$ cat config.mk
export PLATFORM = sky130hd
export DESIGN_NAME = dht11_reader
export DESIGN_NICKNAME = d
export VERILOG_FILES = /design/src/rtl/dht11_reader.sv
export SDC_FILE = /design/constraint.sdc
export NUM_CORES = 1
export LEC_CHECK = 0
export ABC_AREA = 0
export BUFFER_PORTS_ARGS = -buffer_cell sky130_fd_sc_hd__buf_4
export CAP_MARGIN = 10
export CELL_PAD_IN_SITES_DETAIL_PLACEMENT = 2
export CELL_PAD_IN_SITES_GLOBAL_PLACEMENT = 2
export CORE_MARGIN = 1
export CORE_UTILIZATION = 40
export CTS_CLUSTER_SIZE = 28
export DETAILED_ROUTE_END_ITERATION = 6
export GPL_ROUTABILITY_DRIVEN = 1
export PLACE_DENSITY = 0.83
export SLEW_MARGIN = 10
export SYNTH_ARGS = -nofsm -noshare
export SYNTH_HDL_FRONTEND = slang
export SYNTH_SLANG_ARGS = --single-unit
$ cat constraint.sdc
create_clock -name clk -period 9.3 [get_ports clk]
set_input_delay 1.86 -clock clk [delete_from_list [all_inputs] [get_ports clk]]
set_output_delay 1.86 -clock clk [all_outputs]
set_load 0.05 [all_outputs]
$ cat src/rtl/dht11_reader.sv
// DHT11 single-wire poller: periodic start pulse, 40-bit capture, checksum, held outputs.
// Define DHT11_BCD_EN to add saturating BCD copies of humidity/temperature.
module dht11_reader #(
  parameter int unsigned CLK_DIV_US    = 50,
  parameter int unsigned POLL_US       = 2_000_000,
  parameter int unsigned START_LOW_US  = 18_000,
  parameter int unsigned TIMEOUT_US    = 200,
  parameter int unsigned BIT_THRESH_US = 50
) (
  input  logic       clk,
  input  logic       rst_n,
  input  logic       dht_in,
  output logic       dht_drive_low,
  output logic [7:0] humidity,
  output logic [7:0] temperature,
  output logic       data_valid,
  output logic       err_checksum,
  output logic       err_timeout,
  output logic       busy
`ifdef DHT11_BCD_EN
  ,
  output logic [7:0] hum_bcd,
  output logic [7:0] temp_bcd
`endif
);

  typedef enum logic [2:0] {
    IDLE,
    START_LOW,
    RELEASE,
    RESP_LOW,
    RESP_HIGH,
    BIT_LOW,
    BIT_HIGH,
    CHECK
  } state_t;

  state_t      state;
  logic        sync1;
  logic        sync2;
  logic        sync3;
  logic        rise;
  logic        fall;
  logic        tick;
  logic [31:0] div_cnt;
  logic [31:0] us_cnt;
  logic [31:0] us_now;
  logic [39:0] shreg;
  logic [5:0]  bit_cnt;
  logic [7:0]  csum;
  logic        bit_val;
  logic        to_hit;

  always_ff @(posedge clk) begin
    if (!rst_n) begin
      sync1 <= 1'b1;
      sync2 <= 1'b1;
      sync3 <= 1'b1;
    end else begin
      sync1 <= dht_in;
      sync2 <= sync1;
      sync3 <= sync2;
    end
  end

  assign rise = sync2 & ~sync3;
  assign fall = ~sync2 & sync3;
  assign tick = (div_cnt == CLK_DIV_US - 1);

  // Elapsed microseconds including the tick landing this cycle.
  assign us_now  = us_cnt + 32'(tick);
  assign to_hit  = tick && (us_now == TIMEOUT_US);
  assign bit_val = (us_now > BIT_THRESH_US);
  assign csum    = shreg[39:32] + shreg[31:24]
                 + shreg[23:16] + shreg[15:8];

`ifdef DHT11_BCD_EN
  function automatic logic [7:0] to_bcd(input logic [7:0] v);
    logic [3:0] t;
    logic [3:0] o;
    if (v > 8'd99) return 8'h99;
    t = 4'(v / 8'd10);
    o = 4'(v % 8'd10);
    return {t, o};
  endfunction
`endif

  always_ff @(posedge clk) begin
    if (!rst_n) begin
      state         <= IDLE;
      dht_drive_low <= 1'b0;
      humidity      <= '0;
      temperature   <= '0;
      data_valid    <= 1'b0;
      err_checksum  <= 1'b0;
      err_timeout   <= 1'b0;
      busy          <= 1'b0;
      div_cnt       <= '0;
      us_cnt        <= '0;
      shreg         <= '0;
      bit_cnt       <= '0;
`ifdef DHT11_BCD_EN
      hum_bcd       <= '0;
      temp_bcd      <= '0;
`endif
    end else begin
      data_valid   <= 1'b0;
      err_checksum <= 1'b0;
      err_timeout  <= 1'b0;
      if (tick) begin
        div_cnt <= '0;
        us_cnt  <= us_now;
      end else begin
        div_cnt <= div_cnt + 32'd1;
      end

      unique case (state)
        IDLE: begin
          if (tick && us_now == POLL_US) begin
            state         <= START_LOW;
            dht_drive_low <= 1'b1;
            busy          <= 1'b1;
            div_cnt       <= '0;
            us_cnt        <= '0;
          end
        end
        START_LOW: begin
          if (tick && us_now == START_LOW_US) begin
            state         <= RELEASE;
            dht_drive_low <= 1'b0;
            shreg         <= '0;
            bit_cnt       <= '0;
            div_cnt       <= '0;
            us_cnt        <= '0;
          end
        end
        RELEASE: begin
          if (fall) begin
            state   <= RESP_LOW;
            div_cnt <= '0;
            us_cnt  <= '0;
          end else if (to_hit) begin
            state       <= IDLE;
            busy        <= 1'b0;
            err_timeout <= 1'b1;
            div_cnt     <= '0;
            us_cnt      <= '0;
          end
        end
        RESP_LOW: begin
          if (rise) begin
            state   <= RESP_HIGH;
            div_cnt <= '0;
            us_cnt  <= '0;
          end else if (to_hit) begin
            state       <= IDLE;
            busy        <= 1'b0;
            err_timeout <= 1'b1;
            div_cnt     <= '0;
            us_cnt      <= '0;
          end
        end
        RESP_HIGH: begin
          if (fall) begin
            state   <= BIT_LOW;
            div_cnt <= '0;
            us_cnt  <= '0;
          end else if (to_hit) begin
            state       <= IDLE;
            busy        <= 1'b0;
            err_timeout <= 1'b1;
            div_cnt     <= '0;
            us_cnt      <= '0;
          end
        end
        BIT_LOW: begin
          if (rise) begin
            state   <= BIT_HIGH;
            div_cnt <= '0;
            us_cnt  <= '0;
          end else if (to_hit) begin
            state       <= IDLE;
            busy        <= 1'b0;
            err_timeout <= 1'b1;
            div_cnt     <= '0;
            us_cnt      <= '0;
          end
        end
        BIT_HIGH: begin
          if (fall) begin
            shreg   <= {shreg[38:0], bit_val};
            bit_cnt <= bit_cnt + 6'd1;
            state   <= (bit_cnt == 6'd39) ? CHECK : BIT_LOW;
            div_cnt <= '0;
            us_cnt  <= '0;
          end else if (to_hit) begin
            state       <= IDLE;
            busy        <= 1'b0;
            err_timeout <= 1'b1;
            div_cnt     <= '0;
            us_cnt      <= '0;
          end
        end
        CHECK: begin
          if (csum == shreg[7:0]) begin
            humidity    <= shreg[39:32];
            temperature <= shreg[23:16];
            data_valid  <= 1'b1;
`ifdef DHT11_BCD_EN
            hum_bcd     <= to_bcd(shreg[39:32]);
            temp_bcd    <= to_bcd(shreg[23:16]);
`endif
          end else begin
            err_checksum <= 1'b1;
          end
          state   <= IDLE;
          busy    <= 1'b0;
          div_cnt <= '0;
          us_cnt  <= '0;
        end
      endcase
    end
  end

endmodule

* After elaboration in Yosys (flattened, before gate mapping)
Cells that the tools add are included.
Storage, ports and cells: bits in registers 137, latch bits 0, memory bits (writable) 0, bits in read-only memories 0, bits of input ports 3, output and inout bits 21, logic and storage cells 102, memories 0
Cells by class: $add $sub $neg 6, $mul 0, divide/modulo/power cells 0, $lt $le $gt $ge 1, eq/ne operators 18, shift operators 0, mux-type cells 43, bitwise gates (word level) 4, reductions and logical operators 15
Operator list (count):
- 2-to-1 mux 32 bit | 12
- one-hot mux 32 bit (5 select lines) | 2
- 2-to-1 mux 40 bit | 2
- one-hot mux 40 bit (2 select lines) | 1
- adder 32 x 1 -> 32 bit | 1
- adder 32 x 1 -> 32 bit (second input constant) | 1
- == test 32 x 15 -> 1 bit (second input constant) | 1
- == test 32 x 21 -> 1 bit (second input constant) | 1
- == test 32 x 6 -> 1 bit (second input constant) | 1
- == test 32 x 8 -> 1 bit (second input constant) | 1
- greater-than comparator 32 x 6 -> 1 bit (second input constant) | 1
- adder 8 bit | 3
- 2-to-1 mux 3 bit | 8
- one-hot mux 3 bit (8 select lines) | 1
- == test 3 bit (second input constant) | 4
- 2-to-1 mux 6 bit | 2
- one-hot mux 6 bit (2 select lines) | 1
- 2-to-1 mux 1 bit | 10
- inequality test 2 bit (second input constant) | 5
- == test 8 bit | 1
- adder 6 x 1 -> 6 bit (second input constant) | 1
- == test 3 x 2 -> 1 bit (second input constant) | 2
- == test 6 bit (second input constant) | 1
- AND reduction 2 bit | 3
- 14 further kinds | 21

* Depth between registers and ports, before layout
Gate-level depths: netlist (run 1).
depth after elaboration 7, depth in mapped cells 20, depth with buffers taken out 15

* Least setup slack after synthesis (run 1)
No wires, ideal clock.
path type register to register, start reg div_cnt[0], end reg us_cnt[18], setup time 0.134 ns, arrival 4.023 ns, required time 9.166 ns, setup slack 5.143 ns, cell stages (with the launch flop) 19, path buffers 4, period minus slack after synthesis 4.157 ns, cell sequence dfxtp_1 -> ha_1 -> nor4b_1 -> nand4_1 -> or2_2 -> clkbuf_1 -> clkinv_1 -> ha_1 -> nand4_4 -> buf_6 -> nor4_2 -> xor2_1 -> o2111ai_1 -> or3_1 -> or4_1 -> buf_2 -> a22oi_2 -> buf_2 -> nor4_1
On the way: longest elaborated chain between the ends 7, elaborated cells on any way between the ends 15, classes of those cells add/sub: 1; eq/ne: 4; mux: 7; reduce/logical: 3
Ends and longest elaborated chain:
- start, declared | line 45 | logic [31:0] div_cnt;
- start signal, assigned | line 114 | div_cnt <= div_cnt + 32'd1;
- == test 32 x 6 -> 1 bit (*) | line 68 | assign tick = (div_cnt == CLK_DIV_US - 1);
- adder 32 x 1 -> 32 bit | line 71 | assign us_now = us_cnt + 32'(tick);
- == test 32 x 8 -> 1 bit | line 72 | assign to_hit = tick && (us_now == TIMEOUT_US);
- logical AND 1 bit | line 72
- 2-to-1 mux 32 bit
- 2-to-1 mux 32 bit (on tied branches) | line 138, 151
- one-hot mux 32 bit (5 select lines) (*) | line 117 | unique case (state)
- end signal, assigned | line 112 | us_cnt <= us_now;
- end, declared | line 46 | logic [31:0] us_cnt;
Mark *: on every way between the ends. The rest lies on a longest branch, timed or not. A chain may end at the register's enable or synchronous reset.

* Worst setup path after layout (run 1)
start reg div_cnt[23], end reg bit_cnt[1]
On the way: longest elaborated chain between the ends 6
Ends and longest elaborated chain:
- == test 32 x 6 -> 1 bit (*) | line 68
- adder 32 x 1 -> 32 bit | line 71
- == test 32 x 15 -> 1 bit | line 128 | if (tick && us_now == START_LOW_US) begin
- logical AND 1 bit (*) | line 128
- inequality test 2 bit (no line) (*)
- AND reduction 3 bit (no line) (*)
- end signal, assigned | line 192 | bit_cnt <= bit_cnt + 6'd1;
- end, declared | line 49 | logic [5:0] bit_cnt;
Marked as above.

==> reports/summary.txt, run 1 <==
Max-slew headroom -> 0.1932
Post-DP HPWL -> 16,150 µm
Setup Viol. Count Final -> 0
Top-area cell type share of the netlist area -> 0.3622
Least-Margin Pin Slew -> 1209 ps
Largest net degree at the start of global routing -> 70
Int Pwr -> 1.022 mW
F_max -> 0.1778 GHz
Number of global-route vias before repair -> 7,157
Post-CTS Resized -> 0
IO Pins -> 24
DP Cell Count -> 1,072
Area delta synth->final -> 10.94%
Sw Ratio -> 0.2293
Layout Skew -> 12.45 ps
Worst-path clk slew -> 60 ps
CTS Buf Count -> 17
Status -> finished, final reports clean
FFs w/ async S/R, synth -> 0
Number of max-cap violations -> 0
Worst r2r path cells -> 14
Root Buffer -> clkbuf_16
Die area -> 0.01949 mm²
Sequential element share of the synthesized area -> 0.3622
TritonCTS clock tree -> done
Vias/cell -> 5.875
Most used cell, CP -> nand4_1
Placement Rows -> 49
Combinational share of power -> 0.014
Net Count, Synth -> 902
PwrDens -> 157.9 mW/mm²
GRT Util Overall -> 0.2563
Reg-to-reg slack, setup -> 3680 ps
CP required -> 9650 ps
WL final -> 24,010 µm
Final-report max-slew violation count -> 0
CP arrival -> 5980 ps
Wire per inst -> 21.75 µm
CP Launch Type -> register
Initial DRC count -> 310
Max FO, Critical Path -> 40
Port bufs -> 23
Htree depth -> 4
Core ar. -> 0.01827 mm²
CTS max path bufs -> 2
Cell taking the most area after synthesis -> dfxtp_1
VDD IR max -> 0.1394 mV
Nets@finish -> 891
Critical Path Sink Type -> register
Sw power -> 0.3041 mW
Hold Path End -> sync2
Via Count -> 6,486
Share of cells above drive strength 1 -> 0.09257
GR Overflow Total -> 0
Antenna-violating nets left -> 0
First-pass iteration count of the detailed router -> 4
Sink Count -> 137
Tcrit/Tclk final -> 0.6048
Post-Syn Area -> 0.007572 mm²
Crit path largest cell delay -> 580 ps
Synth area leaders -> dfxtp_1 (36%), xnor2_1 (7.5%), mux2i_1 (7.4%), nand3_1 (5.1%), nand2_1 (5.0%)
Leakage power -> 2.928 nW
Hold buffers post-CTS -> 0
First-pass GRT wire length -> 39,140 µm
Syn avg cell area -> 8.674 µm²
Crit Path Category -> reg -> reg
Cell count after synthesis -> 873
FF-to-FF End -> bit_cnt[1]
Antenna cell count -> 0
Non-Filler Instances -> 1,104
Final Hold Fails -> 0
Number of enable-type register cells in the synthesized netlist -> 0
Buffer count from post-CTS setup fixing -> 0
Min-Delay Startpoint -> sync1
Hold Crit Depth -> 1
Setup TNS -> 0 ps
Sequential share of power -> 0.445
Seq cells post-synth -> 137
Gpl congestion -> 0.9031
Most frequent cells in the layout -> dfxtp_1 (137), nand2_1 (101), nand3_1 (77)
Initial antenna violation count -> 0
RSZ-0062 raised after global routing -> false
Library cells used by synthesis -> 65
Hold Path Class -> reg -> reg
Cells along the critical path -> nor4_1, nand4_1, or2_2, clkinv_1, ha_1, nand4_1, nor2_1, nand4_1, a221o_1, or3_1, or4_1, o21ai_4, buf_4, mux2i_1
Worst-Skew Late Latency -> 440 ps
Final worst path period need -> 5625 ps
DRC -> 0
Clock power frac -> 0.541
Fillers -> 1,967
Ys flop type -> dfxtp_1
Yosys Warn Count -> 0
Initial Util -> 0.4145
Vert. Die Dim -> 139.6 µm
Chip width -> 139.6 µm
Commonest non-fill, non-tap cell in the layout -> dfxtp_1
Worst r2r src -> div_cnt[23]
Slowest cell on the critical path -> or4_1
-- worst max-delay path by stage --
| stage | slack (ps) | end | start |
|---|---|---|---|
| global route | 3280 | bit_cnt[1] | div_cnt[0] |
| CTS | 3680 | bit_cnt[1] | div_cnt[23] |
| finish | 3680 | bit_cnt[1] | div_cnt[23] |
| floorplan | 5140 | us_cnt[18] | div_cnt[0] |
| global placement | 4130 | shreg[31] | div_cnt[5] |
| detailed placement | 3810 | shreg[11] | div_cnt[23] |
-- per-layer routing --
layer	GRT usage	wire length, µm	vias to the layer above
li1	-	-	3052
met1	0.3124	10670	3289
met2	0.4562	12260	101
met3	0.04818	679	44
met4	0.07750	399	0
met5	0	0	-
-- power groups by stage --
stage                     clock network, mW  registers [mW]  logic, mW
after global placement                    0           0.603     0.0182
after global routing                  0.754           0.590     0.0214
after CTS                             0.729           0.590     0.0194
after detailed placement                  0           0.603     0.0191
final                                 0.717           0.590     0.0192
after floorplan                           0           0.603     0.0135
-- through the flow --
stage / worst slack [ps] / util / instance area, µm² / hold WS (ps) / total power [mW]
6_report: 3675 / 0.4598 / 8401 / 436.9 / 1.326
5_1_grt: 3282 / 0.4598 / 8401 / 446.2 / 1.365
4_1_cts: 3676 / 0.4598 / 8401 / 440.6 / 1.338
3_5_place_dp: 3809 / 0.4263 / 7789 / 421.4 / 0.6222
3_3_place_gp: 4127 / 0.4263 / 7789 / 400.8 / 0.6211
2_1_floorplan: 5143 / - / 7572 / 386.3 / 0.6162
-- Yosys cell counts, types with 15 or more instances --
cell / number
a21oi_1: 15
and3_1: 18
buf_2: 18
clkbuf_1: 32
dfxtp_1: 137
mux2i_1: 56
nand2_1: 101
nand3_1: 77
nand4_1: 19
nor2_1: 77
nor3_1: 43
nor4_1: 20
o21ai_0: 17
xnor2_1: 65
xor2_1: 31
-- worst max-delay path, delay by kind of cell (launching register included) --
family / cells / cell delay, ps
AO/OA/AOI/OAI: 2 / 590
adder cells (fa/ha/maj): 1 / 400
buffers and inverters: 2 / 800
flip-flops: 1 / 350
multiplexers: 1 / 310
AND/OR/NAND/NOR: 8 / 3070
-- layout make-up --
cell class,count,area [µm²],area share
Inverter,12,45.04,0.005362
Timing Repair Buffer,29,217.7,0.02592
Tap cell,229,286.5,0.03411
Clock inverter,14,172.7,0.02055
Multi-Input combinational cell,665,4497,0.5353
Clock buffer,18,439.2,0.05228
Sequential cell,137,2743,0.3265
-- kinds of logic (layout without fill, tap and decap cells) --
logic type,after synthesis,count (layout),synth area share
multiplexers,56,56,0.07403
XOR/XNOR,96,96,0.1110
AND/OR/NAND/NOR,412,412,0.2826
flip-flops,137,137,0.3622
adder cells (fa/ha/maj),26,26,0.05684
AO/OA/AOI/OAI,75,75,0.06874
buffers and inverters,71,73,0.04461
-- state kept, by name, summed over array words and instances (netlist names), 3 cells and up --
signal and flops:
us_cnt 32, bit_cnt 6, state 3, div_cnt 32, humidity 8, temperature 8, shreg 40
(Power assumes the default switching activity.)
==> run 2: changes to the inputs <==
--- a/config.mk
+++ b/config.mk
@@ -11,11 +11,11 @@
 export CELL_PAD_IN_SITES_DETAIL_PLACEMENT = 2
 export CELL_PAD_IN_SITES_GLOBAL_PLACEMENT = 2
 export CORE_MARGIN = 1
-export CORE_UTILIZATION = 40
+export CORE_UTILIZATION = 39
 export CTS_CLUSTER_SIZE = 28
 export DETAILED_ROUTE_END_ITERATION = 6
 export GPL_ROUTABILITY_DRIVEN = 1
-export PLACE_DENSITY = 0.83
+export PLACE_DENSITY = 0.82
 export SLEW_MARGIN = 10
 export SYNTH_ARGS = -nofsm -noshare
 export SYNTH_HDL_FRONTEND = slang
==> constraint.sdc (replaced) <==
create_clock -name clk -period 5.4 [get_ports clk]
set_input_delay 1.08 -clock clk [delete_from_list [all_inputs] [get_ports clk]]
set_output_delay 1.08 -clock clk [all_outputs]
set_load 0.05 [all_outputs]
==> run 2 against run 1 <==
Effect of this change:
- setup slack got worse by 3400 ps
- sequential share of layout area decreased by 0.67 points
- largest cell class unchanged
- first-iteration DRC count decreased by 12%
- register-to-register slack got worse by 3400 ps
- sequential power increased by 73%
- core utilization decreased by 0.59 points
- critical path type unchanged
- die area increased by 2.5%
- critical path depth unchanged
- clock-buffer cell count unchanged
- combinational power increased by 71%
==> reports/summary.txt, run 2 (same netlist as run 1, synthesis figures left out) <==
Vias/cell -> 5.739 (was 5.875)
CTS Buf Count -> 17 (unchanged)
PwrDens -> 272.1 mW/mm² (was 157.9 mW/mm²)
IO Pins -> 24 (unchanged)
Crit path largest cell delay -> 590 ps (was 580 ps)
Placement Rows -> 50 (was 49)
Worst-Skew Late Latency -> 450 ps (was 440 ps)
GRT Util Overall -> 0.2611 (was 0.2563)
Initial antenna violation count -> 0 (unchanged)
Critical Path Sink Type -> register (unchanged)
Port bufs -> 23 (unchanged)
Cells along the critical path -> nor4_1, nand4_1, or2_2, clkinv_1, ha_1, and4_1, xnor2_1, nand4_1, a221o_1, or3_1, or4_1, o21ai_4, buf_12, mux2i_1 (was nor4_1, nand4_1, or2_2, clkinv_1, ha_1, nand4_1, nor2_1, nand4_1, a221o_1, or3_1, or4_1, o21ai_4, buf_4, mux2i_1)
CTS max path bufs -> 2 (unchanged)
Wire per inst -> 21.58 µm (was 21.75 µm)
Biggest regs -> shreg x40, div_cnt x32, us_cnt x32 (unchanged)
Gpl congestion -> 0.8754 (was 0.9031)
DP Cell Count -> 1,108 (was 1,072)
Largest net degree at the start of global routing -> 112 (was 70)
Max-slew headroom -> 0.2325 (was 0.1932)
Final-report max-slew violation count -> 0 (unchanged)
Die area -> 0.01998 mm² (was 0.01949 mm²)
GR Overflow Total -> 0 (unchanged)
Htree depth -> 4 (unchanged)
Fillers -> 2,042 (was 1,967)
Largest register FFs -> 40 (unchanged)
Non-Filler Instances -> 1,142 (was 1,104)
Number of max-cap violations -> 0 (unchanged)
DRC -> 0 (unchanged)
F_max -> 0.1961 GHz (was 0.1778 GHz)
VDD IR max -> 0.2219 mV (was 0.1394 mV)
Layout Skew -> 9.777 ps (was 12.45 ps)
Setup Viol. Count Final -> 0 (unchanged)
Number of global-route vias before repair -> 7,235 (was 7,157)
Slowest cell on the critical path -> or4_1 (unchanged)
Root Buffer -> clkbuf_16 (unchanged)
Commonest non-fill, non-tap cell in the layout -> dfxtp_1 (unchanged)
Top reg by flops -> shreg (unchanged)
Most used cell, CP -> nand4_1 (unchanged)
Least-Margin Pin Slew -> 1151 ps (was 1209 ps)
Finished Core Util -> 0.4539 (was 0.4598)
Most frequent cells in the layout -> dfxtp_1 (137), nand2_1 (101), nand3_1 (77) (unchanged)
First-pass GRT wire length -> 40,220 µm (was 39,140 µm)
Max FO, Critical Path -> 20 (was 40)
TritonCTS clock tree -> done (unchanged)
Status -> finished, final reports clean (unchanged)
Antenna cell count -> 0 (unchanged)
First-pass iteration count of the detailed router -> 5 (was 4)
CP required -> 5740 ps (was 9650 ps)
Final Hold Fails -> 0 (unchanged)
Area delta synth->final -> 13.25% (was 10.94%)
WL final -> 24,640 µm (was 24,010 µm)
Initial Util -> 0.4008 (was 0.4145)
Post-DP HPWL -> 15,860 µm (was 16,150 µm)
Vert. Die Dim -> 141.3 µm (was 139.6 µm)
Core ar. -> 0.01889 mm² (was 0.01827 mm²)
Hold Path Class -> reg -> reg (unchanged)
CP arrival -> 5440 ps (was 5980 ps)
Initial DRC count -> 274 (was 310)
Nets@finish -> 898 (was 891)
Tcrit/Tclk final -> 0.9445 (was 0.6048)
Worst-path clk slew -> 70 ps (was 60 ps)
Setup TNS -> 0 ps (unchanged)
Via Count -> 6,554 (was 6,486)
Leakage power -> 3.017 nW (was 2.928 nW)
Sink Count -> 137 (unchanged)
Share of cells above drive strength 1 -> 0.1032 (was 0.09257)
CP Launch Type -> register (unchanged)
Antenna-violating nets left -> 0 (unchanged)
Chip width -> 141.3 µm (was 139.6 µm)
RSZ-0062 raised after global routing -> false (unchanged)
Final worst path period need -> 5100 ps (was 5625 ps)
Crit Path Category -> reg -> reg (unchanged)
[run 2: changes by cell type in the layout (fill, tap and decap cells not counted), sizes merged]
| cell | before | now |
|---|---|---|
| buf | 29 | 36 |
| clkinvlp | 4 | 2 |
| clkinv | 7 | 5 |
| inv | 12 | 16 |
[run 2: final timing paths]
kind	startpoint	to	slack, ps	cells past startpoint
max reg2reg	div_cnt[23]	shreg[15]	300	14
min reg2reg	sync1	sync2	420	1
max	div_cnt[23]	shreg[15]	300	14
min	sync1	sync2	420	1
[run 2: timing repair]
action	4_1_cts	5_1_grt
gates resized for setup	0	5
endpoints found under the setup margin	0	38
hold buffers	0	0
buffers inserted	0	2
hold endpoints to repair	0	0
[run 2: per-layer routing]
layer  vias up  part of all wire  global-route usage
met1      3355              0.41              0.2925
met2        98              0.54              0.4883
met4         0             0.021             0.09954
li1       3065                 -                   -
met3        36             0.025             0.04725
met5         -                 0                   0
[run 2: final cells by class]
| class | count | area, µm² | area share |
|---|---|---|---|
| Clock buffer | 18 | 439.2 | 0.05121 |
| Clock inverter | 14 | 185.2 | 0.02159 |
| Inverter | 12 | 45.04 | 0.005252 |
| Multi-Input combinational cell | 665 | 4531 | 0.5283 |
| Sequential cell | 137 | 2743 | 0.3198 |
| Tap cell | 260 | 325.3 | 0.03793 |
| Timing Repair Buffer | 36 | 307.8 | 0.03589 |
[run 2: report_power, final]
group / switching [mW] / internal, mW
Clock: 0.533 / 0.751
Combinational: 0.0261 / 0.00667
Sequential: 0.00339 / 1.01
[run 2: through the flow]
step / hold WS (ps) / total power, mW / area, µm² / setup slack (ps)
finish: 420.1 / 2.333 / 8576 / 299.7
global route: 449.7 / 2.396 / 8576 / 38.74
CTS: 428.3 / 2.358 / 8527 / 51.83
detailed placement: 415.9 / 1.072 / 7903 / 286.3
global placement: 399.4 / 1.069 / 7903 / 536.5
floorplan: 386.3 / 1.061 / 7572 / 1243
[run 2: worst max-delay path, delay by kind of cell, from the launching register on]
family	cells	cell delay [ps]
muxes	1	310
buffers and inverters	2	320
DFF	1	340
xor gates and xnor gates	1	170
adders and majority gates	1	360
and+or+nand+nor	7	2730
AOI/OAI and AO/OA	2	750
